==> src/rtl/capture_pkg.sv <==
// rtl/capture_pkg.sv - shared state encoding, page descriptor and address-width helper for the capture sequencer
package capture_pkg;

    typedef enum logic [1:0] {
        S_IDLE  = 2'd0,
        S_FILL  = 2'd1,
        S_STALL = 2'd2,
        S_FLUSH = 2'd3
    } state_t;

    localparam int LEN_W = 16;

    typedef struct packed {
        logic             bank;
        logic [LEN_W-1:0] len;
    } page_desc_t;

    function automatic int page_aw(input int depth);
        return $clog2(depth);
    endfunction

endpackage

==> src/rtl/capture_page_sequencer_tracker.sv <==
// rtl/capture_page_sequencer_tracker.sv - two-bank pending-page tracker, offers the oldest pending page first
module page_bank_tracker
    import capture_pkg::*;
#(
    parameter int PAGE_AW = 4
) (
    input  logic             clk,
    input  logic             reset,
    input  logic             mark_valid,
    input  page_desc_t       mark_desc,
    input  logic             page_ack,
    output logic             page_ready,
    output logic             page_bank,
    output logic [PAGE_AW:0] page_len,
    output logic [1:0]       pending_after_ack
);

    logic [1:0]       pending;
    logic [PAGE_AW:0] len_q [2];
    logic             older;
    logic             sel;
    logic [1:0]       mark_vec;
    logic             unused_desc;

    assign unused_desc = ^mark_desc.len[LEN_W-1:PAGE_AW+1];

    // The ack is applied before a new mark so a bank can be freed and re-filled on one edge.
    always_comb begin
        sel               = (&pending) ? older : pending[1];
        pending_after_ack = pending;
        if (page_ack && (|pending)) begin
            pending_after_ack[sel] = 1'b0;
        end
        mark_vec = '0;
        if (mark_valid) begin
            mark_vec[mark_desc.bank] = 1'b1;
        end
    end

    always_ff @(posedge clk) begin
        if (reset) begin
            pending  <= '0;
            older    <= 1'b0;
            len_q[0] <= '0;
            len_q[1] <= '0;
        end else begin
            pending <= pending_after_ack | mark_vec;
            if (mark_valid) begin
                len_q[mark_desc.bank] <= mark_desc.len[PAGE_AW:0];
                if (pending_after_ack[~mark_desc.bank]) begin
                    older <= ~mark_desc.bank;
                end
            end
        end
    end

    assign page_ready = |pending;
    assign page_bank  = page_ready & sel;
    assign page_len   = page_ready ? len_q[sel] : '0;

endmodule

==> src/rtl/capture_page_sequencer.sv <==
// rtl/capture_page_sequencer.sv - ping-pong capture page sequencer; CAPTURE_SAMPLE_CNT_EN enables the total_samples counter
module capture_page_sequencer
    import capture_pkg::*;
#(
    parameter int  SAMPLE_W   = 32,
    parameter int  PAGE_DEPTH = 16,
    parameter int  POST_W     = 16,
    localparam int PAGE_AW    = page_aw(PAGE_DEPTH)
) (
    input  logic                clk,
    input  logic                reset,
    input  logic                idle,
    input  logic                pre_trigger,
    input  logic                post_trigger,
    input  logic                sample_valid,
    input  logic [SAMPLE_W-1:0] sample_data,
    input  logic                trig_pulse,
    input  logic [POST_W-1:0]   post_count,
    output logic                buf_we,
    output logic [PAGE_AW:0]    buf_addr,
    output logic [SAMPLE_W-1:0] buf_wdata,
    output logic                page_ready,
    output logic                page_bank,
    output logic [PAGE_AW:0]    page_len,
    input  logic                page_ack,
    output logic                page_full,
    output logic                complete,
    output logic                overrun,
    output logic                trig_bank,
    output logic [PAGE_AW-1:0]  trig_offset,
    output logic [31:0]         total_samples
);

    state_t             state;
    state_t             state_next;
    logic [PAGE_AW-1:0] offset;
    logic               bank;
    logic               pre_q;
    logic               trig_seen;
    logic [POST_W-1:0]  remaining;
    logic [POST_W-1:0]  load_rem;

    logic               accept;
    logic               drop;
    logic               start;
    logic               flush_done;
    logic               close_full;
    logic               trig_load;
    logic               rem_dec;
    logic               done;
    logic               blocked;
    logic               ack_blocker;
    logic               mark_valid;
    page_desc_t         mark_desc;
    logic [1:0]         pending_after_ack;

    always_ff @(posedge clk) begin
        if (reset) begin
            state <= S_IDLE;
        end else begin
            state <= state_next;
        end
    end

    always_comb begin
        state_next = state;
        case (state)
            S_IDLE: begin
                if (start) state_next = S_FILL;
            end
            S_FILL: begin
                if (accept && done) begin
                    state_next = S_FLUSH;
                end else if (close_full && blocked) begin
                    state_next = S_STALL;
                end else if (idle) begin
                    state_next = S_IDLE;
                end
            end
            S_STALL: begin
                if (ack_blocker) state_next = S_FILL;
            end
            S_FLUSH: begin
                if (flush_done) state_next = S_IDLE;
            end
            default: state_next = S_IDLE;
        endcase
    end

    always_comb begin
        accept     = 1'b0;
        drop       = 1'b0;
        start      = 1'b0;
        flush_done = 1'b0;
        case (state)
            S_IDLE:  start      = pre_trigger & ~pre_q;
            S_FILL:  accept     = sample_valid & (pre_trigger | post_trigger);
            S_STALL: drop       = sample_valid & (pre_trigger | post_trigger);
            S_FLUSH: flush_done = ~page_ready;
            default: ;
        endcase
    end

    // The trigger sample itself counts toward post_count, so the load already includes it.
    always_comb begin
        load_rem       = (post_count == '0) ? '0 : post_count - POST_W'(1);
        close_full     = accept & (offset == PAGE_AW'(PAGE_DEPTH - 1));
        trig_load      = accept & trig_pulse & pre_trigger & ~trig_seen;
        rem_dec        = accept & post_trigger & trig_seen & (remaining != '0);
        done           = trig_load ? (load_rem == '0) : (rem_dec & (remaining == POST_W'(1)));
        blocked        = pending_after_ack[~bank];
        ack_blocker    = page_ack & page_ready & (page_bank == bank);
        mark_valid     = close_full | (accept & done);
        mark_desc.bank = bank;
        mark_desc.len  = LEN_W'({1'b0, offset}) + LEN_W'(1);
    end

    always_ff @(posedge clk) begin
        if (reset) begin
            buf_we      <= 1'b0;
            buf_addr    <= '0;
            buf_wdata   <= '0;
            page_full   <= 1'b0;
            complete    <= 1'b0;
            overrun     <= 1'b0;
            trig_bank   <= 1'b0;
            trig_offset <= '0;
            offset      <= '0;
            bank        <= 1'b0;
            remaining   <= '0;
            trig_seen   <= 1'b0;
            pre_q       <= 1'b0;
        end else begin
            buf_we    <= accept;
            page_full <= close_full;
            complete  <= flush_done;
            pre_q     <= pre_trigger;
            if (accept) begin
                buf_addr  <= {bank, offset};
                buf_wdata <= sample_data;
            end
            if (start) begin
                offset    <= '0;
                bank      <= 1'b0;
                remaining <= '0;
                overrun   <= 1'b0;
                trig_seen <= 1'b0;
            end else begin
                if (accept) begin
                    offset <= offset + PAGE_AW'(1);
                    if (close_full) bank <= ~bank;
                end
                if (trig_load) begin
                    trig_seen   <= 1'b1;
                    trig_bank   <= bank;
                    trig_offset <= offset;
                    remaining   <= load_rem;
                end else if (rem_dec) begin
                    remaining <= remaining - POST_W'(1);
                end
                if (drop) overrun <= 1'b1;
            end
        end
    end

    page_bank_tracker #(
        .PAGE_AW (PAGE_AW)
    ) u_tracker (
        .clk               (clk),
        .reset             (reset),
        .mark_valid        (mark_valid),
        .mark_desc         (mark_desc),
        .page_ack          (page_ack),
        .page_ready        (page_ready),
        .page_bank         (page_bank),
        .page_len          (page_len),
        .pending_after_ack (pending_after_ack)
    );

`ifdef CAPTURE_SAMPLE_CNT_EN
    logic [31:0] sample_cnt;

    always_ff @(posedge clk) begin
        if (reset || start) begin
            sample_cnt <= '0;
        end else if (accept) begin
            sample_cnt <= sample_cnt + 32'd1;
        end
    end

    assign total_samples = sample_cnt;
`else
    assign total_samples = '0;
`endif

endmodule

==> config.mk <==
export PLATFORM = sky130hd
export DESIGN_NAME = capture_page_sequencer
export DESIGN_NICKNAME = d
export VERILOG_FILES = /design/src/rtl/capture_pkg.sv /design/src/rtl/capture_page_sequencer_tracker.sv /design/src/rtl/capture_page_sequencer.sv
export SDC_FILE = /design/constraint.sdc
export NUM_CORES = 1
export LEC_CHECK = 0
export CAP_MARGIN = 40
export CORE_UTILIZATION = 46
export DETAILED_ROUTE_END_ITERATION = 10
export PLACE_DENSITY = 0.89
export RECOVER_POWER = 100
export SKIP_LAST_GASP = 1
export SYNTH_ARGS = -nofsm -noshare
export SYNTH_HDL_FRONTEND = slang
export SYNTH_SLANG_ARGS = --single-unit
==> constraint.sdc <==
create_clock -name clk -period 4.83 [get_ports clk]
set_input_delay 1.2075 -clock clk [delete_from_list [all_inputs] [get_ports clk]]
set_output_delay 1.2075 -clock clk [all_outputs]
set_load 0.03 [all_outputs]
---- Yosys cells after proc, flatten, opt, wreduce, memory -nomap -nowiden ----
Memories as Yosys holds them, arrays and structs flattened.
Cells that the tools add are included.
cells by class
  add/sub/neg operators ................... 4
  $lt $le $gt $ge ......................... 5
  equal/unequal tests ..................... 10
  muxes and demuxes ....................... 33
  bitwise gates (word level) .............. 24
  reductions and logical operators ........ 18
operators by type and width
  operator                 number
  $mux W16                 3
  $logic_not A16 Y1        2
  $sub A16 B1 Y16 const B  2
  $mux W1                  17
  $eq A16 B1 Y1 const B    1
  $mux W2                  8
  $reduce_bool A16 Y1      1
  $and A1 B1 Y1            14
  $mux W5                  2
  $pmux W2 S4              1
  $reduce_and A2 Y1        4
  $lt A1 B2 Y1 const B     3
  $ne A2 B2 Y1 const B     3
  $add A4 B1 Y5 const B    1
  $logic_and A1 B1 Y1      5
  $not A1 Y1               5
  $reduce_or A5 Y1         1
  $add A4 B1 Y4 const B    1
  $eq A2 B2 Y1 const B     2
  $eq A4 B4 Y1 const B     1
  $ne A4 B4 Y1 const B     1
  $reduce_and A4 Y1        1
  $reduce_or A2 Y1         2
  $and A2 B2 Y2            1
  other kinds (9)          12
storage, ports and cells
  flip-flop bits (word level) ............. 74
  RAM bits ................................ 10
  output and inout port bits .............. 85
  memories ................................ 1
memory list
  name             words  width  read ports  clocked after Yosys merged registers in  write ports  line                                  source
  u_tracker.len_q  2      5      1           0                                        2            capture_page_sequencer_tracker.sv:19  logic [PAGE_AW:0] len_q [2];

---- Logic depth before layout (Yosys ltp) ----
  depth in word-level cells ............... 15
  depth in mapped cells ................... 9
  depth with buffers taken out ............ 9

---- By module ----
From an unflattened synthesis, not the netlist that was laid out.
second synthesis, totals
  cells, all modules ...................... 533
  area, all modules ....................... 4355.4 sq um
by module, submodules not included
  module                  times used  cells an instance  area an instance (sq um)
  capture_page_sequencer  1           471                3691.0
  page_bank_tracker       1           62                 664.4

---- Least setup slack after synthesis ----
Ideal clock, no wire load.
  path type ............................... input -> register
  from .................................... in post_count[0]
  to ...................................... mem u_tracker.len_q[1][0] (netlist bit), enable pin
  arrival ................................. 3.504 ns
  data required time ...................... 4.514 ns
  slack ................................... 1.010 ns
  stages .................................. 7
  path buffers ............................ 0
  path through ............................ or4_4 nand2b_4 o31a_1 or4_4 a2111oi_4 o21ai_0 nand2b_1
RTL lines
  what                line                                  source
  start: declaration  capture_page_sequencer.sv:18          input logic [POST_W-1:0] post_count,
  end: declaration    capture_page_sequencer_tracker.sv:19

==> results.md <==
* Status: finished with violations
* Violated checks: capacitance limit, slew limit
* Min Tclk post-route at approximately 4.4 ns
* Setup TNS Final at 0 ns
* Post-route DRC at 0
* Final Power at 1.44 mW
* Min-delay src: buf_wdata[31]
* Reg clk slew, reported paths at 0.09 ns
* Number of synthesized flops with an enable pin at 10
* Slew @ Worst Pin at 1.68 ns
* Dominant cell type by area after synthesis: dfxtp_1
* Post-DP HPWL at slightly below 8000 µm
* Slowest-stage cell, CP: dlygate4sd3_1
* Critical Path AT at 4.43 ns
* CTS root buffer: clkbuf_8
* Iteration-0 DRC Markers at ~230
* NumNets Final at 692
* Share of layout cells above drive strength 1 at 5.02%
* CP startpoint kind: primary input
* Final setup viols at 0
* Synth area leaders: dfxtp_1 (35%), nand2_1 (11%), edfxtp_1 (7.2%)
* First-pass GRT wire length at ~17,000 µm
* Mapped cell area at 4190 µm²
* Critical path cell sequence: dlygate4sd3_1, or4_4, nand2b_4, o31a_1, or4_4, a2111oi_4, o21ai_0, nand2b_1
* Largest net degree at the start of global routing at 53
* Via count at ~4,000
* Asr flop ratio synth at 0%
* Start point of the critical path: post_count[0]
* Die Height at 97.5 µm
* Post-synthesis sequential area ratio at 42.5%
* Synth warn at 0
* Post-CTS sizing at 0
* CP max FO at 7
* # fillers at about 760
* Die ar. at 9500 µm²
* Port-buffer cells at 108
* Fin crit share at 90.8%
* Buffer and inverter count on the worst path at 1
* Hold Buf Count CTS at 0
* Post-CTS Setup Inserts at 0
* Post-Syn Area per Cell at 7.91 µm²
* Vias in the first global route at 3,906
* Die span in x at 97.5 µm
* WP data required at 4.87 ns
* Fmax at roughly 0.23 GHz
* Leak at 2.12 nW
* Mapped Cells at 530
* Total CTS buffers at 9
* Number of max-slew violations in the final report at 41
* Synth cell types at 58
* Pwr per Cell Area at 264 nW/µm²
* R2R Path Start: remaining[0]
* Final wirelength at 10,500 µm
* Ys flop type: dfxtp_1
* CTS Buffer Depth at 2
* Synth Register Bits at 84
* RePlAce Congestion at about 0.86
* ANT cells at 0
* Final hold vios at 0
* Antenna viol nets, final at 0
* Area growth from synthesis to final layout at 30.1%
* Core Region at just under 9000 µm²
* DR vias/cell at 5.38
* HP Class: register to register
* Clk_lat worst skew at about 0.35 ns
* Htree depth at 3
* Num rows at 34
* Critical path class: primary input to register
* Top Ports at 141
* Total track usage at between 20% and 30%
* Drt pass-1 iters at 5
* Post-Route Skew at 0.0107 ns
* VDD IR-drop max at 0.000199 V
* Synth cell count leaders: nand2_1 (124), dfxtp_1 (74), a21oi_1 (58), nor2_1 (44), buf_4 (32)
* CP Capture Type: register
* Antenna violations before repair at 0
* Max cap viols at 1
* Max transition margin at -11.9%
* CTS tree: done
* WL/cell at 14.1 µm
* Clk sinks at 84
* Grt total ovfl at 0
* Top-area cell type share of the netlist area at 35.3%
* Count leader, synth: nand2_1
* CP peak stage delay at 0.60 ns
* Crit path top cell by count: or4_4
* Unrepaired setup endpoints after global routing: no
* Delay-heaviest family, CP: simple AND/OR/NAND/NOR gates
* Initial core utilization at a little under half
==> placed cells by master, fill, tap and decap left out, drive strengths merged, types with 5 or more instances in the layout <==
cell type and count:
nand2 124, dfxtp 74, a21oi 58, dlygate4sd3 55
clkdlybuf4s50 52, nor2 44, conb 32, o21ai 22
clkbuf 16, inv 12, nor4 11, xor2 10
nor3 10, edfxtp 10, nand3 9, xnor2 9
nand2b 8, or2 6, or4 6, nor2b 5
==> power breakdown <==
part           total, mW  switching, mW  internal, mW
clock network      0.511          0.266         0.246
logic              0.201          0.124        0.0768
registers          0.730        0.00933         0.721
==> area by class of cell <==
| class | count | area [µm²] | share of cell area (%) |
|---|---|---|---|
| Inverter | 7 | 26.3 | 0.482 |
| Timing Repair Buffer | 117 | 1140 | 20.8 |
| Clock buffer | 10 | 128 | 2.34 |
| Clock inverter | 6 | 68.8 | 1.26 |
| Multi-Input combinational cell | 413 | 2180 | 40.0 |
| Sequential cell | 84 | 1780 | 32.7 |
| Tap cell | 108 | 135 | 2.48 |
==> sequential cells by signal (all words and copies together), names as in the netlist, 2 cells and up <==
register and count:
offset 4, state 2, u_tracker.len_q 10, buf_addr 5, buf_wdata 32, remaining 16
u_tracker.pending 2, trig_offset 4
==> final timing paths <==
| check | endpoint | cells past startpoint | slack, ns |
|---|---|---|---|
| setup / recovery | u_tracker.len_q[1][1] | 8 | 0.44 |
| setup reg to reg | u_tracker.len_q[1][2] | 9 | 1.70 |
| hold / removal | buf_wdata[31] | 2 | 0.46 |
| hold reg to reg | buf_wdata[31] | 2 | 0.46 |
==> through the flow <==
| step | worst slack [ns] | area (µm²) | cells | utilization [%] | hold slack, ns |
|---|---|---|---|---|---|
| 2_1_floorplan | 1.01 | 4310 | 561 | - | 0.462 |
| 3_3_place_gp | 0.325 | 5250 | 727 | 60.0 | 0.441 |
| 3_5_place_dp | 0.211 | 5300 | 729 | 60.5 | 0.447 |
| 4_1_cts | 0.576 | 5500 | 745 | 62.7 | 0.459 |
| 5_1_grt | 0.369 | 5460 | 745 | 62.3 | 0.470 |
| 6_report | 0.443 | 5460 | 745 | 62.3 | 0.456 |
==> worst register-to-register path: cells and delay by family, from the launching register on <==
kind                       cells  cell delay, ns
and+or+nand+nor                5            1.15
AOI/OAI and AO/OA              2            1.09
DFF                            1            0.34
adders and majority gates      1            0.19
buffers and inverters          1            0.10
==> per-layer routing <==
layer	up-vias	part of all wire [%]	track usage, %
met5	-	0	0
met1	1864	42	24.9
li1	1963	-	-
met4	0	2.5	10.3
met3	22	6.3	5.25
met2	157	50	38.9
==> cells by family after synthesis <==
kind of cell | after synthesis | share of synthesized area [%]
DFF | 84 | 42.5
other | 1 | 0.0894
AOI/OAI and AO/OA | 111 | 15.8
buffers and inverters | 64 | 8.59
and+or+nand+nor | 245 | 27.4
adders and majority gates | 4 | 1.19
muxes | 2 | 0.477
xor gates and xnor gates | 19 | 3.97
(Power assumes the default switching activity.)
